==> config.mk <==
export PLATFORM = sky130hd
export DESIGN_NAME = irq_ctrl_nested
export DESIGN_NICKNAME = d
export VERILOG_FILES = /design/src/rtl/irq_pkg.sv /design/src/rtl/irq_prio_enc.sv /design/src/rtl/irq_ctrl_nested.sv
export SDC_FILE = /design/constraint.sdc
export NUM_CORES = 1
export LEC_CHECK = 0
export CORE_ASPECT_RATIO = 0.8
export CORE_MARGIN = 2
export CORE_UTILIZATION = 30
export CTS_CLUSTER_DIAMETER = 30
export DETAILED_ROUTE_END_ITERATION = 16
export HOLD_SLACK_MARGIN = 0.06
export PLACE_DENSITY_LB_ADDON = 0.25
export SLEW_MARGIN = 20
export SYNTH_ARGS = -nofsm -noshare
export SYNTH_HDL_FRONTEND = slang
export SYNTH_SLANG_ARGS = --single-unit
==> constraint.sdc <==
create_clock -name clk -period 4.86 [get_ports clk]
set_input_delay 0.486 -clock clk [delete_from_list [all_inputs] [get_ports clk]]
set_output_delay 0.486 -clock clk [all_outputs]
set_load 0.1 [all_outputs]
==> src/rtl/irq_pkg.sv <==
// irq_pkg: shared definitions for the nested interrupt controller.
//   irq_state_e   - request FSM states (IDLE, REQUEST, BLANK)
//   DEF_*         - default address width, vector base and vector stride
//   vec_addr()    - vector address of a source index (caller truncates to ADDR_W)
package irq_pkg;

  typedef enum logic [1:0] {
    IDLE,
    REQUEST,
    BLANK
  } irq_state_e;

  localparam int unsigned DEF_ADDR_W     = 10;
  localparam int unsigned DEF_VEC_BASE   = 'h3C0;
  localparam int unsigned DEF_VEC_STRIDE = 4;

  function automatic int unsigned vec_addr(input int unsigned base,
                                           input int unsigned stride,
                                           input int unsigned idx);
    return base + idx * stride;
  endfunction

endpackage

==> src/rtl/irq_prio_enc.sv <==
// irq_prio_enc: combinational lowest-index-wins priority encoder.
//   req   [N-1:0]         request vector, bit 0 is highest priority
//   valid                 any bit of req set
//   index [$clog2(N)-1:0] lowest set bit of req (0 when !valid)
module irq_prio_enc #(
  parameter int unsigned N = 4
) (
  input  logic [N-1:0]         req,
  output logic                 valid,
  output logic [$clog2(N)-1:0] index
);

  always_comb begin
    valid = 1'b0;
    index = '0;
    for (int unsigned i = 0; i < N; i++) begin
      if (req[i] && !valid) begin
        valid = 1'b1;
        index = ($clog2(N))'(i);
      end
    end
  end

endmodule

==> src/rtl/irq_ctrl_nested.sv <==
// irq_ctrl_nested: multi-source interrupt controller with nested in-service stack.
//   clk, reset (sync, active-low)
//   irq_in          raw source lines; rising edge latches pending (level mode: pending follows irq_in)
//   irq_mask        1 = source enabled (registered, applies from the following cycle)
//   irq_ack         CPU took irq_vec this cycle
//   s_finish_interr return-from-interrupt pulse
//   irq_req/irq_vec registered request and vector to the CPU PC mux
//   active_src      top of in-service stack (0 when empty); in_service = depth != 0
//   depth           nesting level; pending = latched pending bits
//   err_underflow   sticky: finish seen with empty stack
// Optional: define IRQ_LEVEL_EN for level-sensitive sources.
module irq_ctrl_nested
  import irq_pkg::*;
#(
  parameter int unsigned N_SRC      = 4,
  parameter int unsigned ADDR_W     = DEF_ADDR_W,
  parameter int unsigned NEST       = 2,
  parameter int unsigned VEC_BASE   = DEF_VEC_BASE,
  parameter int unsigned VEC_STRIDE = DEF_VEC_STRIDE
) (
  input  logic                       clk,
  input  logic                       reset,
  input  logic [N_SRC-1:0]           irq_in,
  input  logic [N_SRC-1:0]           irq_mask,
  input  logic                       irq_ack,
  input  logic                       s_finish_interr,
  output logic                       irq_req,
  output logic [ADDR_W-1:0]          irq_vec,
  output logic [$clog2(N_SRC)-1:0]   active_src,
  output logic                       in_service,
  output logic [$clog2(NEST+1)-1:0]  depth,
  output logic [N_SRC-1:0]           pending,
  output logic                       err_underflow
);

  localparam int unsigned SRC_W = $clog2(N_SRC);
  localparam int unsigned DEP_W = $clog2(NEST + 1);

  irq_state_e        state, state_next;
  logic [SRC_W-1:0]  req_src, req_src_next;
  logic [SRC_W-1:0]  best;
  logic              best_valid;
  logic [N_SRC-1:0]  mask_q;
  logic [N_SRC-1:0]  pending_next;
  logic              allowed, req_ok, take, finish_ok, room;
  logic [ADDR_W-1:0] irq_vec_next;
  logic [SRC_W-1:0]  stk [NEST];

`ifndef IRQ_LEVEL_EN
  logic [N_SRC-1:0]  irq_prev;
`endif

  irq_prio_enc #(.N(N_SRC)) u_prio (
    .req   (pending & mask_q),
    .valid (best_valid),
    .index (best)
  );

  assign in_service = (depth != '0);
  assign active_src = in_service ? stk[depth - DEP_W'(1)] : '0;
  assign room       = (depth < DEP_W'(NEST));
  assign take       = irq_req && irq_ack;
  assign finish_ok  = s_finish_interr && in_service;

  // Equal priority never preempts: strict less-than against the stack top.
  assign allowed = best_valid && room && (!in_service || best < active_src);
  assign req_ok  = pending[req_src] && mask_q[req_src] && room &&
                   (!in_service || req_src < active_src);

  always_comb begin
`ifdef IRQ_LEVEL_EN
    pending_next = irq_in;
`else
    pending_next = pending;
    if (take) pending_next[req_src] = 1'b0;
    // A fresh edge on the source being acked wins over the clear.
    pending_next = pending_next | (irq_in & ~irq_prev);
`endif
  end

  always_comb begin
    state_next   = state;
    req_src_next = req_src;
    case (state)
      IDLE: begin
        if (allowed) begin
          state_next   = REQUEST;
          req_src_next = best;
        end
      end
      REQUEST: begin
        if (take) begin
          state_next = BLANK;
        end else if (allowed && best < req_src) begin
          req_src_next = best;
        end else if (!req_ok) begin
          state_next = IDLE;
        end
      end
      BLANK:   state_next = IDLE;
      default: state_next = IDLE;
    endcase
    irq_vec_next = ADDR_W'(vec_addr(VEC_BASE, VEC_STRIDE, 32'(req_src_next)));
  end

  always_ff @(posedge clk) begin
    if (!reset) begin
      state         <= IDLE;
      req_src       <= '0;
      irq_req       <= 1'b0;
      irq_vec       <= ADDR_W'(VEC_BASE);
      mask_q        <= '0;
      pending       <= '0;
      depth         <= '0;
      err_underflow <= 1'b0;
      for (int unsigned i = 0; i < NEST; i++) stk[i] <= '0;
`ifndef IRQ_LEVEL_EN
      irq_prev      <= '0;
`endif
    end else begin
      state   <= state_next;
      req_src <= req_src_next;
      irq_req <= (state_next == REQUEST);
      irq_vec <= irq_vec_next;
      mask_q  <= irq_mask;
      pending <= pending_next;
`ifndef IRQ_LEVEL_EN
      irq_prev <= irq_in;
`endif
      if (s_finish_interr && !in_service) err_underflow <= 1'b1;
      // Finish together with ack: pop then push collapses to overwriting the top.
      case ({take, finish_ok})
        2'b10: begin
          stk[depth] <= req_src;
          depth      <= depth + DEP_W'(1);
        end
        2'b01: depth <= depth - DEP_W'(1);
        2'b11: stk[depth - DEP_W'(1)] <= req_src;
        default: ;
      endcase
    end
  end

endmodule

# Word level (Yosys, flattened, before mapping)
# Memory sizes are Yosys's and may differ from the RTL's.
# Cells that the tools add are included.
# word_totals
out_inout_bits	21
ram_bits	4
mem_count	1
word_cells	92
regBits	30
inputBits	12
# op_classes
reduce_logical	24
n_mux	38
bitwise	6
n_addsub	3
n_lt_le_gt_ge	6
n_eq_ne	5
# memory_table
name	depth	width	rd	rd_ports_with_merged_regs	write_ports	line_no	text
stk	2	2	1	0	2	irq_ctrl_nested.sv:47	logic [SRC_W-1:0] stk [NEST];
# op_table
operator	count
$mux W2	12
$mux W1	19
$logic_and A1 B1 Y1	13
$and A4 B4 Y4	3
$pmux W2 S2	3
$add A10 B4 Y10 const A	1
$not A4 Y4	2
$eq A2 B1 Y1 const B	3
$lt A2 B2 Y1	3
$bmux W1 S2	2
$eq A2 B2 Y1 const B	2
$logic_not A1 Y1	4
$mux W4	1
$or A4 B4 Y4	1
$reduce_bool A2 Y1	2
$reduce_or A2 Y1	2
$lt A2 B3 Y1 const B	1
$add A2 B1 Y2 const B	1
$demux W1 S2	1
$ge A2 B1 Y1 const B	1
$logic_not A2 Y1	1
$logic_or A1 B1 Y1	2
$lt A2 B2 Y1 const B	1
$sub A2 B1 Y2 const B	1

# Longest topological paths before layout
# Gate-level depths: netlist of run 1.
# logic_depth
ltp_word	19
depth_mapped	9
ltp_nobuf	9

# Hierarchy
# From an unflattened synthesis of run 1, not the netlist that was laid out.
# unflattened
cells_unflattened	132
area_unflattened_um2	1234.9
# by_module_without_submodules
mod	area_per_inst_um2	instances	seq_area_each_um2	cells_each
irq_ctrl_nested	1199.9	1	520.5	125
irq_prio_enc	35.0	1	0.0	7

# Worst setup path after synthesis of run 1
# OpenSTA, ideal clock, no wires.
# synth_timing
path_type	reg-to-output
from	reg depth[0]
to	out active_src[0]
setup_slack_ns	1.573
required_ns	4.374
path_stages_with_launch	5
path_buffers	1
arrival_ns	2.801
path_cell_list	dfxtp_1 > buf_4 > inv_1 > ha_1 > nor2_1
# synth_via
elab_chain_len	3
elab_cells_between_ends	4
cone_classes	add/sub (1); mux (1); reduce/logical (1); memory (1)
# synth_rtl
element	line_no	text
start: declaration	irq_ctrl_nested.sv:31	output logic [$clog2(NEST+1)-1:0] depth,
start signal: assignment	irq_ctrl_nested.sv:135	depth <= depth + DEP_W'(1);
start signal: assignment	irq_ctrl_nested.sv:137	2'b01: depth <= depth - DEP_W'(1);
$sub A2 B1 Y2	irq_ctrl_nested.sv:60	assign active_src = in_service ? stk[depth - DEP_W'(1)] : '0;
$mem_v2 Z2 W2	--	
$mux W2 *	irq_ctrl_nested.sv:60	
end: declaration	irq_ctrl_nested.sv:29	output logic [$clog2(N_SRC)-1:0] active_src,
# Mark *: on every way between the ends. The rest lies on a longest branch, timed or not.

# Worst setup path in the final report of run 1
# layout_timing
from	reg depth[0]
to	out active_src[1]
# The elaborated chain is that of the path after synthesis.

==> impl_metrics.csv, run 1 <==
group,metric,value,unit
outcome,status,"completed",
synth,yosysWarnings,0,
timing,rsz0062_at_grt,"false",
drt,drtPass1Iterations,4,
drt,routedWlPerCell,12.5,µm
setup_path,path_class,"reg -> out",
floorplanning,die-area,0.00462,mm²
synth,synth_seq_cells,24,
drt,vias,993,
synth,synthCells,132,
power,power,811,µW
cells_and_area,diodes,0,
placement,hpwl,2.01,mm
clocking,worst_skew_pair.late_latency,0.27,ns
clocking,cts_root_buf,"clkbuf_8",
drt,wirelength,2.62,mm
timing,tightest_slew,0.977,ns
clocking,cts_setup_buffers,0,
floorplanning,die_y,61.2,µm
timing,setup_tns,0,ns
setup_path,cp-start-kind,"flip-flop",
power,worst_ir_drop_vdd,215,µV
drt,first_iter_violations,30,
floorplanning,pin_count,33,
synth,syn-cell-area,0.00123,mm²
synth,synth_flop_cell,"dfxtp_1",
cells_and_area,final_cell_mix,"24 x clkdlybuf4s50_1, 20 x dfxtp_1, 10 x a21oi_1",
setup_path,crit_arrival,2.66,ns
timing,setup_violations,0,
timing,fin_skew,0.00366,ns
power,p_per_area,525,mW/mm²
floorplanning,row_count,20,
clocking,clkTransAtPathRegs,0.08,ns
global_route,antenna_found_initial,0,
setup_path,crit_fanout,7,
global_route,overflow,0,
clocking,cts_buffers,3,
cells_and_area,areaGrowthSynthToFinish,26.0,%
setup_path,crit_path_end_kind,"output pin",
global_route,grt_pass1_wl,4.24,mm
timing,hold_viol_final,0,
cells_and_area,drive_above_1_share,0.0710,
timing,slew_headroom,0.347,
timing,period_share,0.648,
floorplanning,core_region_area,0.00385,mm²
drt,final_antenna_net_count,0,
cells_and_area,num-nets-final,174,
setup_path,cp_data_required_time,4.37,ns
cells_and_area,layout_commonest_cell,"clkdlybuf4s50_1",
timing,final_max_slew_viol_count,0,
timing,finalCriticalPeriod,3.15,ns
synth,synth_edf_count,4,
drt,vias_per_cell,4.73,
synth,ys_types,39,
drt,drc,0,
synth,seq_area_frac_synth,0.424,
clocking,post_cts_resized,0,
global_route,grt_use_total,0.124,
clocking,clock-sinks,24,
clocking,cts-htree-levels,1,
placement,placed_cell_area,0.00148,mm²
min_path,hold_class,"reg -> reg",
floorplanning,die_w,75.5,µm
global_route,grt_pass1_vias,876,
placement,port_buffers,24,
floorplanning,initial_core_util,0.319,
run,max_cap_viol_count,0,
synth,syn_area_per_cell,9.30,µm²
placement,gp_congestion,0.796,
clocking,cts_hold_buffers,0,
timing,fmax,318,MHz
synth,synth_async_sr_flop_share,0,
global_route,grt_max_degree,17,
cells_and_area,stdcell_area,0.00155,mm²
clocking,cts_tree,"yes",
power,total_leakage_power,0.000607,µW
clocking,clock_path_buffers,2,
cells_and_area,fin_util,0.401,
==> worst max-delay path: stages (launching register included) <==
cell and delay [ns]:
dfxtp_1 0.51, inv_1 0.08, ha_1 0.28, or2_2 0.35
inv_1 0.06, clkdlybuf4s50_1 1.12
==> state kept, by name, indices dropped and copies added, names as in the netlist <==
name	cells
err_underflow	1
mask_q	4
state	2
depth	2
stk	4
irq_prev	4
pending	4
irq_req	1
irq_vec	2
==> area by class of cell <==
class / instances / area [µm²]
Sequential cell: 24 / 520
Tap cell: 55 / 68.8
Multi-Input combinational cell: 94 / 614
Clock buffer: 4 / 66.3
Timing Repair Buffer: 24 / 240
Inverter: 9 / 36.3
Fill cell: 412 / 2310
==> path summary, 6_finish.rpt <==
kind | to | cells after the start | start | slack [ns]
setup / recovery | active_src[1] | 5 | depth[0] | 1.71
hold / removal | err_underflow | 2 | err_underflow | 0.48
setup reg to reg | irq_vec[2] | 8 | depth[0] | 2.30
hold reg to reg | err_underflow | 2 | err_underflow | 0.48
==> routing by layer <==
metal,share of wire,vias up,global-route usage
li1,-,492,-
met1,0.50,454,0.175
met2,0.42,45,0.180
met3,0.076,2,0.0376
met4,0.0065,0,0.0451
met5,0,-,0
==> stage by stage <==
step	hold slack, ns	setup WS, ns	instances
finish	0.477	1.71	210
global route	0.506	1.61	210
CTS	0.481	1.70	210
detailed placement	0.457	2.01	206
global placement	0.467	2.04	206
floorplan	0.462	1.57	138
==> synth_stat cells, drive strengths merged (2+ instances only) <==
cell	count	area, µm²
conb	2	7.51
xor2	3	26.3
a21oi	10	50.1
o21ai	5	25.0
dfxtp	20	400
nand2	10	45.0
and2	8	50.1
o31ai	4	30.0
nor2	9	33.8
o41ai	2	17.5
ha	6	75.1
edfxtp	4	120
nand2b	3	18.8
nand3	3	15.0
nand4	4	25.0
inv	8	32.5
nor2b	3	18.8
buf	10	75.1
mux2i	2	20.0
a211oi	2	20.0
==> where the power goes <==
group          internal [µW]  switching [µW]  total, µW
sequential               223            22.6        245
combinational            107             305        411
clock                   89.5            65.3        155
total                    419             392        811
==> kinds of logic (layout without fill, tap and decap cells) <==
| family | after synthesis | after routing | synth area share |
|---|---|---|---|
| compound gates | 30 | 30 | 0.164 |
| xor+xnor | 4 | 4 | 0.0285 |
| fa+ha+maj | 6 | 6 | 0.0612 |
| buf+inv | 20 | 37 | 0.0938 |
| flops | 24 | 24 | 0.424 |
| mux | 3 | 3 | 0.0347 |
| other cells | 2 | 8 | 0.00612 |
| simple gates | 43 | 43 | 0.188 |
Power figures use the tool's default switching activity.
==> run 2: changes to the inputs <==
==> constraint.sdc (replaced) <==
create_clock -name clk -period 2.6 [get_ports clk]
set_input_delay 0.26 -clock clk [delete_from_list [all_inputs] [get_ports clk]]
set_output_delay 0.26 -clock clk [all_outputs]
set_load 0.1 [all_outputs]
==> impl_metrics.csv, run 2 (same netlist as run 1, synthesis figures left out) <==
group,metric,value,unit
global_route,grt_use_total,0.127,
floorplanning,die_y,61.2,µm
global_route,grt_pass1_vias,967,
setup_path,rrSetupSlack,0.15,ns
power,p_per_area,987,mW/mm²
global_route,grt_pass1_wl,4.40,mm
timing,fmax,408,MHz
cells_and_area,num-nets-final,175,
power,worst_ir_drop_vdd,430,µV
clocking,clkTransAtPathRegs,0.09,ns
timing,final_max_slew_viol_count,0,
setup_path,crit_family,"compound AO/OA/AOI/OAI gates",
drt,drc,0,
outcome,status,"completed",
cells_and_area,diodes,0,
setup_path,cp_cell_sequence,"nand2_1 > nand2_1 > a21oi_1 > ha_1 > nor2b_1 > o31a_1 > a41o_1 > or4_1 > a21oi_1",
floorplanning,row_count,20,
placement,gp_congestion,0.950,
floorplanning,die-area,0.00462,mm²
global_route,antenna_found_initial,0,
timing,finalCriticalPeriod,2.45,ns
run,max_cap_viol_count,0,
clocking,cts_setup_buffers,0,
cells_and_area,seqCellArea,534,µm²
power,total_leakage_power,0.000637,µW
setup_path,crit_path_max_incr_delay,0.40,ns
clocking,cts_tree,"yes",
setup_path,crit_arrival,2.65,ns
clocking,clock-sinks,24,
setup_path,crit_fanout,7,
floorplanning,pin_count,33,
setup_path,slowest_stage,"or4_1",
placement,port_buffers,24,
drt,first_iter_violations,56,
clocking,cts_root_buf,"clkbuf_8",
cells_and_area,multi_input_area,614,µm²
cells_and_area,n_fill_cell,409,
setup_path,path_buf_inv,0,
setup_path,r2r-end,"irq_vec[2]",
cells_and_area,areaGrowthSynthToFinish,25.1,%
clocking,cts_buffers,3,
setup_path,crit_path_end_kind,"flip-flop",
min_path,hold_class,"reg -> reg",
drt,routedWlPerCell,12.1,µm
timing,period_share,0.943,
floorplanning,die_w,75.5,µm
clocking,clock_path_buffers,2,
clocking,post_cts_resized,0,
setup_path,crit_start,"pending[0]",
clocking,worst_skew_pair.late_latency,0.27,ns
placement,dp_slack,0.179,ns
clocking,cts-htree-levels,1,
drt,vias,990,
timing,hold_viol_final,0,
drt,final_antenna_net_count,0,
cells_and_area,final_cell_mix,"14 x buf_4, 13 x dfxtp_1, 11 x clkdlybuf4s50_1",
cells_and_area,layout_commonest_cell,"buf_4",
placement,hpwl,2.00,mm
timing,fin_ws,0.149,ns
floorplanning,initial_core_util,0.319,
setup_path,cp-start-kind,"flip-flop",
placement,dp_cells,207,
setup_path,path_class,"reg -> reg",
floorplanning,core_region_area,0.00385,mm²
drt,wirelength,2.56,mm
global_route,overflow,0,
timing,fin_skew,0.00551,ns
cells_and_area,final_cells,211,
cells_and_area,fin_util,0.398,
clocking,cts_hold_buffers,0,
cells_and_area,drive_above_1_share,0.205,
timing,rsz0062_at_grt,"false",
setup_path,reg2reg_depth,9,
timing,setup_violations,0,
setup_path,cp_num_cells,9,
drt,drtPass1Iterations,4,
drt,vias_per_cell,4.69,
timing,hold-worst-slack,0.476,ns
setup_path,reg2reg_from,"pending[0]",
setup_path,cp_data_required_time,2.80,ns
timing,setup_tns,0,ns
global_route,grt_max_degree,16,
setup_path,setup.worst_path.end,"irq_vec[2]",
[run 2: cell types whose count changed in the layout (fill, tap and decap cells not counted), sizes merged]
cell / change
clkdlybuf4s50: -13
buf: +14
[run 2: final cells by class]
cell class | instances | area share
inverter | 9 | 0.0236
multi-input combinational | 94 | 0.400
clock buffer | 4 | 0.0432
sequential | 24 | 0.348
tap | 55 | 0.0448
timing repair buffer | 25 | 0.140
[run 2: metrics by stage]
stage / instance area [µm²] / total power [µW]
3_3_place_gp: 1470 / 1230
3_5_place_dp: 1470 / 1240
4_1_cts: 1540 / 1530
2_1_floorplan: 1260 / 1100
5_1_grt: 1540 / 1600
6_report: 1540 / 1510
[run 2: routing by layer]
layer | vias up | global-route usage | part of all wire
met2 | 27 | 0.210 | 0.44
li1 | 496 | - | -
met5 | - | 0 | 0
met1 | 465 | 0.167 | 0.50
met4 | 0 | 0.0276 | 0.0043
met3 | 2 | 0.0376 | 0.056
[run 2: worst min-delay path by stage]
stage | start | to | slack [ns] | cells after the start
finish | err_underflow | err_underflow | 0.48 | 2
global route | pending[0] | pending[0] | 0.50 | 2
CTS | err_underflow | err_underflow | 0.48 | 2
detailed placement | err_underflow | err_underflow | 0.46 | 2
global placement | err_underflow | err_underflow | 0.46 | 2
floorplan | irq_in[0] | irq_prev[0] | 0.39 | 1
[run 2: worst reg2reg max path: stages (launching register included)]
cell and delay [ns]:
dfxtp_2 0.33, nand2_1 0.18, nand2_1 0.13, a21oi_1 0.26, ha_1 0.31, nor2b_1 0.14
o31a_1 0.27, a41o_1 0.23, or4_1 0.40, a21oi_1 0.13
[run 2: report_power, final]
| part | leakage [µW] | internal (µW) | switching (µW) |
|---|---|---|---|
| clock network | 0.0000339 | 167 | 119 |
| registers | 0.000210 | 425 | 44.8 |
| logic | 0.000393 | 185 | 573 |
| total | 0.000637 | 778 | 737 |
